**config.mk**
```make
export PLATFORM = sky130hd
export DESIGN_NAME = tick_sched
export DESIGN_NICKNAME = d
export VERILOG_FILES = /design/src/rtl/tick_sched.sv
export SDC_FILE = /design/constraint.sdc
export NUM_CORES = 1
export LEC_CHECK = 0
export ABC_AREA = 1
export BUFFER_PORTS_ARGS = -buffer_cell sky130_fd_sc_hd__buf_2
export CAP_MARGIN = 20
export CORE_MARGIN = 2
export CORE_UTILIZATION = 30
export DETAILED_ROUTE_END_ITERATION = 10
export GPL_TIMING_DRIVEN = 0
export SETUP_SLACK_MARGIN = 0.5
export SYNTH_ARGS = -nofsm -noshare
export SYNTH_HDL_FRONTEND = slang
export SYNTH_SLANG_ARGS = --single-unit
```
**constraint.sdc**
```tcl
create_clock -name clk -period 2.55 [get_ports clk]
set_input_delay 0.3825 -clock clk [delete_from_list [all_inputs] [get_ports clk]]
set_output_delay 0.3825 -clock clk [all_outputs]
set_load 0.005 [all_outputs]
```
**src/rtl/tick_sched.sv**
```systemverilog
// Shared prescaler issuing single-cycle fast/slow/selected clock-enable ticks,
// with a start/stop/single-step control FSM. All outputs are registered.
module tick_sched #(
  parameter int FAST_DIV = 2_500_000,
  parameter int RATIO    = 4,
  parameter int P_W      = $clog2(FAST_DIV),
  parameter int R_W      = (RATIO > 1) ? $clog2(RATIO) : 1
) (
  input  logic clk,
  input  logic rst,
  input  logic start,
  input  logic stop,
  input  logic step,
  input  logic fast_sel,
  output logic fast_tick,
  output logic slow_tick,
  output logic tick,
  output logic busy
);

  // Requests are single-cycle pulses with no ready: each is sampled on every
  // edge, priority stop > start > step, and a request that does not apply in
  // the current state is dropped rather than held.
  typedef enum logic [1:0] {
    IDLE = 2'd0,
    RUN  = 2'd1,
    STEP = 2'd2
  } state_t;

  state_t         state;
  logic [P_W-1:0] p;
  logic [R_W-1:0] r;
  logic           step_sel;

  logic fast_term;
  logic slow_term;
  logic eff_sel;
  logic sel_term;

  assign fast_term = (p == P_W'(FAST_DIV - 1));
  assign slow_term = fast_term && (r == R_W'(RATIO - 1));
  // A start arriving during STEP hands over to RUN on this very edge,
  // so the live fast_sel already governs the tick emitted here.
  assign eff_sel   = (state == STEP && !start) ? step_sel : fast_sel;
  assign sel_term  = eff_sel ? fast_term : slow_term;

  always_ff @(posedge clk) begin
    if (rst) begin
      state     <= IDLE;
      p         <= '0;
      r         <= '0;
      step_sel  <= 1'b0;
      fast_tick <= 1'b0;
      slow_tick <= 1'b0;
      tick      <= 1'b0;
      busy      <= 1'b0;
    end else begin
      fast_tick <= 1'b0;
      slow_tick <= 1'b0;
      tick      <= 1'b0;
      if (stop) begin
        state <= IDLE;
        p     <= '0;
        r     <= '0;
        busy  <= 1'b0;
      end else if (state == IDLE) begin
        p <= '0;
        r <= '0;
        if (start) begin
          state <= RUN;
          busy  <= 1'b1;
        end else if (step) begin
          state    <= STEP;
          step_sel <= fast_sel;
          busy     <= 1'b1;
        end else begin
          busy <= 1'b0;
        end
      end else begin
        fast_tick <= fast_term;
        slow_tick <= slow_term;
        tick      <= sel_term;
        p         <= fast_term ? '0 : p + P_W'(1);
        if (fast_term) begin
          r <= (r == R_W'(RATIO - 1)) ? '0 : r + R_W'(1);
        end
        if (state == STEP && !start && sel_term) begin
          // Single step done: tick and busy-fall share this edge.
          state <= IDLE;
          p     <= '0;
          r     <= '0;
          busy  <= 1'b0;
        end else begin
          if (start) state <= RUN;
          busy <= 1'b1;
        end
      end
    end
  end

endmodule

```
== Yosys cells after proc, flatten, opt, wreduce, memory -nomap -nowiden ==
Index checks and enable logic that the tools add are counted.

* Bits in registers: 31
* Input bits: 6
* Output and inout port bits: 4
* Word-level logic and storage cells: 40

* Add/subtract/negate cells: 2
* Equality and inequality tests: 4
* Muxes and demuxes: 12
* Bitwise operators: 2
* Reductions and logical operators: 12

{| class="wikitable"
|+ Operators with widths
! operator !! count
|-
| $add 22x1->22 const B || 1
|-
| $eq 22x22->1 const B || 1
|-
| $mux 2 || 6
|-
| $mux 1 || 6
|-
| $reduce_or 5->1 || 1
|-
| $eq 2x2->1 const B || 2
|-
| $reduce_and 4->1 || 1
|-
| $reduce_or 4->1 || 1
|-
| $logic_and 1x1->1 || 3
|-
| $ne 3x3->1 const B || 1
|-
| $reduce_bool 3->1 || 1
|-
| $reduce_or 3->1 || 1
|-
| $add 2x1->2 const B || 1
|-
| $logic_not 2->1 || 1
|-
| $not 1->1 || 2
|-
| $reduce_and 2->1 || 1
|-
| $reduce_or 2->1 || 1
|-
| $logic_not 1->1 || 1
|}

== Longest topological paths before layout ==
Gate-level depths: netlist of run 1.

* Depth in word-level cells: 7
* Depth in mapped cells: 10
* Gate-level depth less buffers: 10

== Worst setup path before layout of run 1 ==
Ideal clock, no wire load.

* Kind: register to register
* From: register p[0]
* To: register p[12]
* Library setup time: 0.117 ns
* Arrival time: 1.331 ns
* Required time: 2.433 ns
* Setup slack: 1.102 ns
* Stages on the path, launching flop included: 10
* Buffers on the path: 1
* Clock period less this slack: 1.448 ns
* Cell sequence: dfxtp_1 ha_1 nand2_2 nor2_8 nand3_2 nor2_4 nand2_2 nand2_4 buf_8 nor3_2

* Longest elaborated chain between the ends: 5
* Elaborated cells on any way between the ends: 6
* Classes of those cells: 1 x add/sub; 1 x eq/ne; 1 x mux; 3 x reduce/logical

{| class="wikitable"
|+ Ends and longest elaborated chain
! element !! line !! source
|-
| from (decl) || 31 || <nowiki>logic [P_W-1:0] p;</nowiki>
|-
| from (signal assigned) || 83 || <nowiki>p <= fast_term ? '0 : p + P_W'(1);</nowiki>
|-
| branches (longest 5 deep; another with $add 22x1->22) || n/a ||
|}

Several ways; the timed one is not identified.
A chain may end at the register's enable or synchronous reset.

== Final worst setup path of run 1 ==
Ends and elaborated chain as after synthesis.

==> out/metrics.cfg, run 1 <==
[clock_network]
post_cts_buffers = 0
cts_max_path_buffers = 2
holdBufCountCts = 0
cts-root-buf = clkbuf_8
tritoncts = yes
cts.clk_slew.worst_paths_ns = 0.06
numCtsBuffers = 5
worstSkewPairLatency_ns = 0.29
cts_resized = 0
htreeDepth = 2
cts.sinks = 31

[timing]
finalCritPeriodShare_pct = 65.46
hold_slack_ns = 0.3410
drv_slew = 0
slew_headroom_pct = 78.38
min_period_ns = 1.669
final.setup.tns_ns = 0
hold_viol_final = 0
rsz0062_at_grt = no
skew_ns = 0.008117
tightest_slew_ns = 0.3239
setup_viol = 0
fmax_mhz = 599.1

[global_routing]
grt_max_degree = 11
grtUsageTotal_pct = 12.55
grt_pass1_wl_um = 5975
grt_pass1_vias = 1334
grt-ovfl-total = 0
antenna_found_initial = 0

[place]
port_buffers = 9
placedCellCount = 323
placed_cell_area_um2 = 1805
place_congestion = 0.8069
detailed_place_hpwl_um = 2641

[floorplanning]
die_area_um2 = 6180
die_x_um = 78.62
core_area_um2 = 5439
ios = 10
die_h_um = 78.62
rows = 27
initial_core_util_pct = 30.71

[worst_setup_path]
arrival_ns = 1.84
r2r_slack_ns = 0.88
critPathLaunchType = flop
endpoint_kind = flop
critPathMaxFanout = 10
required_ns = 2.72
crit_type = reg2reg

[logic_synthesis]
synth_nets = 250
synth-edff-count = 0
postSynthAreaPerCell_um2 = 6.902
yosysWarnings = 0
synth.cell_area_um2 = 1670
syn_inst = 242
ys.flop_type = dfxtp_1
synth_area_leaders = dfxtp_1 (37%), nand2_1 (14%), nor2_1 (12%)
synth_seq_cells = 31
synth_cell_type_count = 28
synthTopCellsByCount = nand2_1 (61), nor2_1 (53), dfxtp_1 (31), inv_1 (27), nand3_1 (11)
yosysSeqAreaShare_pct = 37.15
yosysMostFrequentCell = nand2_1
synth_top_cell_area_share_pct = 37.15
synth-async-reset-ratio_pct = 0
yosys.area.top_type = dfxtp_1

[layout]
stdcell_area_um2 = 1887
area_delta_synth_final_pct = 12.96
layout.nets = 266
diodes = 0
drive_above_1_share_pct = 16.22
final_cells = 331

[routing]
drc = 0
drt-pass1-iter-count = 4
routedWlPerCell_um = 10.41
wl_um = 3445
num_vias = 1444
postRouteAntennaNets = 0
via_per_inst = 4.363
drt_iter0_drc = 81

[pwr]
powerDensity_nw_per_um2 = 473.0
p_leak_nw = 0.6410
finalPower_uw = 892.4
irDropWorstVdd_v = 0.0002296

[job]
max_cap_violations = 0

[status]
outcome = finished, final reports clean

[worst_hold_path]
min_path_type = in2reg

[worst max-delay path: stages, from the launching register on]
cell and delay [ns]:
dfxtp_1 0.43, ha_1 0.21, nand2_2 0.10, nor2_8 0.17, nand3_2 0.11, nor2_4 0.13, nand2_2 0.10, nand2_4 0.10
buf_8 0.17, nor3_2 0.04
[cell type report]
class / count / area, µm²
inverters: 30 / 112.6
well taps: 72 / 90.09
clock buffers: 7 / 76.32
clock inverters: 1 / 5.005
repair buffers: 9 / 45.04
multi-input cells: 179 / 910.9
flip-flops and latches: 31 / 620.6
fillers: 597 / 3552
plain buffers: 2 / 26.28
[per-layer routing]
metal | global-route usage, % | up-vias | part of all wire [%]
met3 | 3.448 | 6 | 2.9
met2 | 19.66 | 13 | 43
met1 | 16.18 | 637 | 52
met4 | 5.263 | 0 | 1.7
met5 | 0 | - | 0
li1 | - | 788 | -
[cell families after synthesis]
kind of cell               count (synthesis)  synth area share, %
and+or+nand+nor                          154                42.62
buffers and inverters                     32                8.314
DFF                                       31                37.15
AOI/OAI and AO/OA                         17                7.266
xor gates and xnor gates                   6                3.146
adders and majority gates                  2                1.498
[through the flow]
step / worst slack (ns) / utilization [%]
detailed placement: 0.8705 / 33.20
global route: 0.7268 / 34.69
floorplan: 1.102 / -
global placement: 0.8842 / 33.20
CTS: 0.8562 / 34.69
finish: 0.8809 / 34.69
[power by group]
group | internal [mW] | switching [mW] | total [mW]
registers | 0.488 | 0.00221 | 0.490
clock network | 0.191 | 0.185 | 0.376
logic | 0.0104 | 0.0158 | 0.0262
[cell usage in the layout (no fill, tap or decap), drive strengths merged]
| cell type | n |
|---|---|
| a21oi | 14 |
| buf | 11 |
| clkbuf | 7 |
| clkinv | 2 |
| dfxtp | 31 |
| ha | 2 |
| inv | 29 |
| nand2 | 66 |
| nand3 | 12 |
| nand3b | 3 |
| nand4 | 7 |
| nor2 | 59 |
| nor3 | 5 |
| nor3b | 1 |
| o21a | 1 |
| o21ai | 2 |
| or2 | 1 |
| xor2 | 6 |
[flip-flops by register name (all words and copies together) (netlist names)]
| register | flops |
|---|---|
| state | 2 |
| step_sel | 1 |
| tick | 1 |
| fast_tick | 1 |
| r | 2 |
| busy | 1 |
| p | 22 |
| slow_tick | 1 |
[worst paths after layout]
path | startpoint | end | cells past startpoint
max | p[0] | p[12] | 9
min | step | busy | 3
max reg2reg | p[0] | p[12] | 9
min reg2reg | p[3] | p[3] | 2
Power figures use the tool's default switching activity.
==> run 2: changes to the inputs <==
clock period = 1.6 ns   (was 2.55 ns; I/O delays follow)
==> run 2 against run 1 <==
First-iteration DRC count fell by 22%. Via count rose by 6.2%. Design area rose by 13%. Clock power rose by 83%. Largest cell class unchanged. Largest power group unchanged.
==> out/metrics.cfg, run 2 (same netlist as run 1, synthesis figures left out) <==
[status]
outcome = finished, final reports clean

[routing]
via_per_inst = 4.485  ; +2.8%
drt_iter0_drc = 63  ; -22%
num_vias = 1534  ; +6.2%
route.met3.wl_um = 148  ; +48%
wl_um = 3826  ; +11%
wl_met1_um = 1844  ; +2.7%
drc = 0  ; unchanged
topRoutingLayerUsed = met4
met2_wirelength_um = 1702  ; +14%
postRouteAntennaNets = 0  ; unchanged
drt-pass1-iter-count = 4  ; unchanged
routedWlPerCell_um = 11.19  ; +7.5%

[clock_network]
cts-root-buf = clkbuf_8
tritoncts = yes
cts.clk_slew.worst_paths_ns = 0.07  ; about the same
htreeDepth = 2  ; unchanged
worstSkewPairLatency_ns = 0.29  ; about the same
numCtsBuffers = 5  ; unchanged
cts_max_path_buffers = 2  ; unchanged
cts.sinks = 31  ; unchanged

[worst_setup_path]
endpoint_kind = flop
ff2ff_path_depth = 9  ; unchanged
r2r_slack_ns = 0.16  ; -0.72 ns
crit_type = reg2reg
required_ns = 1.78  ; -0.94 ns
arrival_ns = 1.62  ; -0.22 ns
timing.rr.start = p[1]
critPathLaunchType = flop
critPathMaxFanout = 6  ; -4
r2r_end = p[8]

[pwr]
intPower_mw = 1.201  ; +74%
seq_power_share_pct = 50.8  ; -4.1 points
p_clk_share_pct = 44.9  ; +2.7 points
p_leak_nw = 0.7810  ; +22%
powerDensity_nw_per_um2 = 720.5  ; +52%
finalPower_mw = 1.534  ; +72%
p_switching_uw = 333.4  ; +64%
irDropWorstVdd_v = 0.0002700  ; +18%
swShare_pct = 21.73  ; -1.0 points
pwr-share-comb_pct = 4.2  ; +1.3 points

[timing]
skew_ns = 0.006134  ; -0.001984 ns
finalCritPeriodShare_pct = 89.96  ; +25 points
rsz0062_at_grt = yes
fmax_mhz = 694.7  ; +16%
tightest_slew_ns = 0.2803  ; -0.04364 ns
final.setup.tns_ns = 0  ; unchanged
hold_viol_final = 0  ; unchanged
setup_viol = 0  ; unchanged
drv_slew = 0  ; unchanged
slew_headroom_pct = 81.30  ; +2.9 points
min_period_ns = 1.439  ; -0.2297 ns

[job]
max_cap_violations = 0  ; unchanged

[layout]
final_cell_mix = nand2_1 (60), nor2_1 (48), dfxtp_1 (27), inv_1 (26), a21oi_2 (12)
reg_top3 = p x22, r x2, state x2
area_delta_synth_final_pct = 27.49
fillers = 576  ; -3.5%
drive_above_1_share_pct = 25.56  ; +9.3 points
layout.nets = 277  ; +4.1%
multiInputGateArea_um2 = 988.4  ; +8.5%
top_register = p
seqCellArea_um2 = 628.1  ; +1.2%
layout_commonest_cell = nand2_1
largest_register_ffs = 22  ; unchanged
diodes = 0  ; unchanged

[global_routing]
grt_pass1_vias = 1369  ; +2.6%
grtUsageTotal_pct = 13.15  ; +0.60 points
grt-ovfl-total = 0  ; unchanged
antenna_found_initial = 0  ; unchanged
grt_pass1_wl_um = 6161  ; +3.1%
grt_max_degree = 11  ; unchanged

[floorplanning]
die_x_um = 78.62  ; unchanged
ios = 10  ; unchanged
core_area_um2 = 5439  ; unchanged
die_area_um2 = 6180  ; unchanged
initial_core_util_pct = 30.71  ; unchanged
rows = 27  ; unchanged
die_h_um = 78.62  ; unchanged

[place]
place_congestion = 0.7982  ; -1.1%
port_buffers = 9  ; unchanged
detailed_place_hpwl_um = 2667  ; +0.98%

[worst_hold_path]
min_path_type = in2reg
min_path_cells = 3  ; unchanged
worstHoldEndpoint = busy
min_from = step

[run 2: timing repair]
| item | CTS | global route |
|---|---|---|
| hold endpoints to repair | 0 | 0 |
| gates resized for setup | 4 | 14 |
| endpoints found under the setup margin | 30 | 30 |
| buffers inserted | 6 | 3 |
| pin swaps | 2 | 8 |
| hold buffers | 0 | 0 |
| cloned | 0 | 2 |
[run 2: worst max path at each step]
stage | start | cells after the start | slack (ns) | to
floorplan | p[0] | 9 | 0.21 | p[12]
global placement | p[0] | 9 | 0.06 | p[15]
detailed placement | p[0] | 9 | 0.02 | p[12]
CTS | p[1] | 9 | 0.15 | p[12]
global route | p[1] | 9 | 0.09 | p[8]
finish | p[1] | 9 | 0.16 | p[8]
[run 2: power by group through the flow]
stage / clock network (mW) / logic (mW) / registers, mW
floorplan: 0 / 0.0276 / 0.797
global placement: 0 / 0.0421 / 0.797
detailed placement: 0 / 0.0422 / 0.797
CTS: 0.711 / 0.0471 / 0.779
global route: 0.750 / 0.0720 / 0.780
finish: 0.689 / 0.0651 / 0.780
[run 2: layout make-up]
cell class,instances,area share (%)
buffer,2,1.645
clock buffer,8,4.700
inverter,30,5.288
multi-input combinational,179,46.42
sequential,31,29.49
tap,72,4.230
timing repair buffer,20,8.226
[run 2: routing by layer]
metal  vias up  GRT usage [%]
li1        810              -
met1       681          16.67
met2        32          19.66
met3        11          3.563
met4         0          8.246
met5         -              0
[run 2: worst max-delay path, stage by stage, from the launching register on]
cell and delay, ns:
dfxtp_2 0.35, ha_4 0.15, nand2_4 0.07, nor2_8 0.12, nand3_2 0.09, nor2_4 0.13
nand2_4 0.09, nand2_8 0.12, clkbuf_16 0.15, nor2_1 0.04
[run 2: metrics by stage]
stage | cells | worst slack [ns] | cell area (µm²) | hold WS [ns] | utilization, %
3_3_place_gp | 323 | 0.05564 | 1836 | 0.4548 | 33.75
4_1_cts | 337 | 0.1455 | 2007 | 0.1933 | 36.90
3_5_place_dp | 323 | 0.01504 | 1836 | 0.4657 | 33.75
6_report | 342 | 0.1606 | 2130 | 0.1964 | 39.15
2_1_floorplan | 242 | 0.2146 | 1700 | 0.3749 | -
5_1_grt | 342 | 0.09019 | 2130 | 0.2120 | 39.15
==> run 3: changes to the inputs <==
MAX_ROUTING_LAYER = met4   (was unset)
==> run 3 against run 2 <==
Register-to-register slack hardly changed. Clock-buffer cell count is the same. Combinational power about the same. Largest cell class unchanged. Routed wire length up 0.29%.
==> out/metrics.cfg, run 3 (same netlist as run 1, synthesis figures left out) <==
[pwr]
powerDensity_nw_per_um2 = 719.4  ; -0.15%
p_switching_uw = 331.1  ; -0.70%
p_clk_share_pct = 44.8  ; about the same
swShare_pct = 21.61  ; -0.12 points
seq_power_share_pct = 50.9  ; about the same
pwr-share-comb_pct = 4.3  ; about the same
irDropWorstVdd_v = 0.0002663  ; -1.4%
intPower_mw = 1.201  ; about the same
p_leak_nw = 0.7810  ; unchanged

[worst_setup_path]
timing.rr.start = p[1]
endpoint_kind = flop
required_ns = 1.77  ; about the same
crit_type = reg2reg
crit_path_cell_trace = ha_4, nand2_4, nor2_8, nand3_2, nor2_4, nand2_4, nand2_8, clkbuf_16, nor2_1
cpMostUsedCell = nand2_4
ff2ff_path_depth = 9  ; unchanged
cpMaxStageDelayCell = dfxtp_2
max_stage_delay_ns = 0.35  ; about the same
arrival_ns = 1.61  ; about the same
critPathMaxFanout = 6  ; unchanged
path_buf_inv = 1  ; unchanged
critPathLaunchType = flop
crit_family = simple AND/OR/NAND/NOR gates
r2r_end = p[8]
r2r_slack_ns = 0.16  ; about the same

[timing]
min_period_ns = 1.440  ; +0.0001020 ns
setup_viol = 0  ; unchanged
final.setup.tns_ns = 0  ; unchanged
rsz0062_at_grt = yes
tightest_slew_ns = 0.2803  ; -0.0000001192 ns
slew_headroom_pct = 81.30  ; unchanged
finalCritPeriodShare_pct = 89.97  ; about the same
drv_slew = 0  ; unchanged
skew_ns = 0.005589  ; -0.0005444 ns
fmax_mhz = 694.7  ; about the same
hold_viol_final = 0  ; unchanged

[floorplanning]
die_x_um = 78.62  ; unchanged
die_area_um2 = 6180  ; unchanged
core_area_um2 = 5439  ; unchanged
initial_core_util_pct = 30.71  ; unchanged
die_h_um = 78.62  ; unchanged
rows = 27  ; unchanged
ios = 10  ; unchanged

[layout]
drive_above_1_share_pct = 25.56  ; unchanged
final_cell_mix = nand2_1 (60), nor2_1 (48), dfxtp_1 (27), inv_1 (26), a21oi_2 (12)
stdcell_area_um2 = 2130  ; unchanged
largest_register_ffs = 22  ; unchanged
area_delta_synth_final_pct = 27.49  ; unchanged
diodes = 0  ; unchanged
top_register = p
layout_commonest_cell = nand2_1
layout.nets = 277  ; unchanged
reg_top3 = p x22, r x2, state x2

[routing]
drc = 0  ; unchanged
postRouteAntennaNets = 0  ; unchanged
via_per_inst = 4.471  ; -0.33%
wl_um = 3837  ; +0.29%
drt-pass1-iter-count = 4  ; unchanged
num_vias = 1529  ; -0.33%
drt_iter0_drc = 64  ; +1.6%
routedWlPerCell_um = 11.22  ; +0.29%

[worst_hold_path]
min_path_type = in2reg
min_path_cells = 3  ; unchanged
min_from = step
worstHoldEndpoint = busy

[clock_network]
tritoncts = yes
cts.sinks = 31  ; unchanged
holdBufCountCts = 0  ; unchanged
cts_max_path_buffers = 2  ; unchanged
cts-root-buf = clkbuf_8
htreeDepth = 2  ; unchanged
worstSkewPairLatency_ns = 0.28  ; about the same
cts.clk_slew.worst_paths_ns = 0.06  ; about the same
numCtsBuffers = 5  ; unchanged

[global_routing]
grt_most_used_layer = met2
use_met2_pct = 19.66  ; unchanged
grtUsageMet1_pct = 16.67  ; unchanged
grtUsageTotal_pct = 13.59  ; +0.43 points
use_met3_pct = 3.908  ; +0.34 points
grt-ovfl-total = 0  ; unchanged
grt_max_degree = 11  ; unchanged
grt_pass1_vias = 1367  ; -0.15%
grt_pass1_wl_um = 6175  ; +0.23%
antenna_found_initial = 0  ; unchanged

[status]
outcome = finished, final reports clean

[place]
port_buffers = 9  ; unchanged
detailed_place_hpwl_um = 2667  ; unchanged
place_congestion = 0.8096  ; +1.4%
placed_cell_area_um2 = 1836  ; unchanged

[job]
max_cap_violations = 0  ; unchanged

[run 3: cell counts in the layout (fill, tap and decap cells not counted)]
Identical to the previous run, type by type.
[run 3: routing by layer]
layer | up-vias | wire (µm) | part of all wire, %
met5 | - | 0 | 0
met4 | 0 | 116 | 3.0
met3 | 10 | 120 | 3.1
met2 | 25 | 1722 | 45
met1 | 684 | 1877 | 49
li1 | 810 | - | -
[run 3: worst min-delay path, cell delays in order]
cell and delay (ns):
buf_2 0.09, nor2_1 0.04, nor2_1 0.08
[run 3: stage by stage]
stage	util, %	setup WS [ns]	hold WS [ns]	power [mW]	instances
6_report	39.15	0.1605	0.1993	1.532	342
5_1_grt	39.15	0.09026	0.2093	1.605	342
4_1_cts	36.90	0.1455	0.1933	1.538	337
3_5_place_dp	33.75	0.01504	0.4657	0.8395	323
3_3_place_gp	33.75	0.05564	0.4548	0.8394	323
2_1_floorplan	-	0.2146	0.3749	0.8245	242
[run 3: worst max-delay path by stage]
stage / start / end / slack, ns / depth (start not counted)
6_report: p[1] / p[8] / 0.16 / 9
3_5_place_dp: p[0] / p[12] / 0.02 / 9
4_1_cts: p[1] / p[12] / 0.15 / 9
3_3_place_gp: p[0] / p[15] / 0.06 / 9
2_1_floorplan: p[0] / p[12] / 0.21 / 9
5_1_grt: p[1] / p[8] / 0.09 / 9
[run 3: final cells by class]
cell class / count / area, µm²
sequential: 31 / 628.1
multi-input combinational: 179 / 988.4
timing repair buffer: 20 / 175.2
buffer: 2 / 35.03
tap: 72 / 90.09
fill: 576 / 3309
inverter: 30 / 112.6
clock buffer: 8 / 100.1
[run 3: what timing repair did]
action / in CTS / in global routing
setup endpoints to repair: 30 / 30
cloned: 0 / 2
buffers inserted: 6 / 3
pin swaps: 2 / 8
gates resized for setup: 4 / 14
[run 3: power by group through the flow]
stage / Sequential, mW / Clock, mW / Combinational, mW
6_report: 0.780 / 0.687 / 0.0652
5_1_grt: 0.780 / 0.753 / 0.0720
4_1_cts: 0.779 / 0.711 / 0.0471
3_5_place_dp: 0.797 / 0 / 0.0422
3_3_place_gp: 0.797 / 0 / 0.0421
2_1_floorplan: 0.797 / 0 / 0.0276
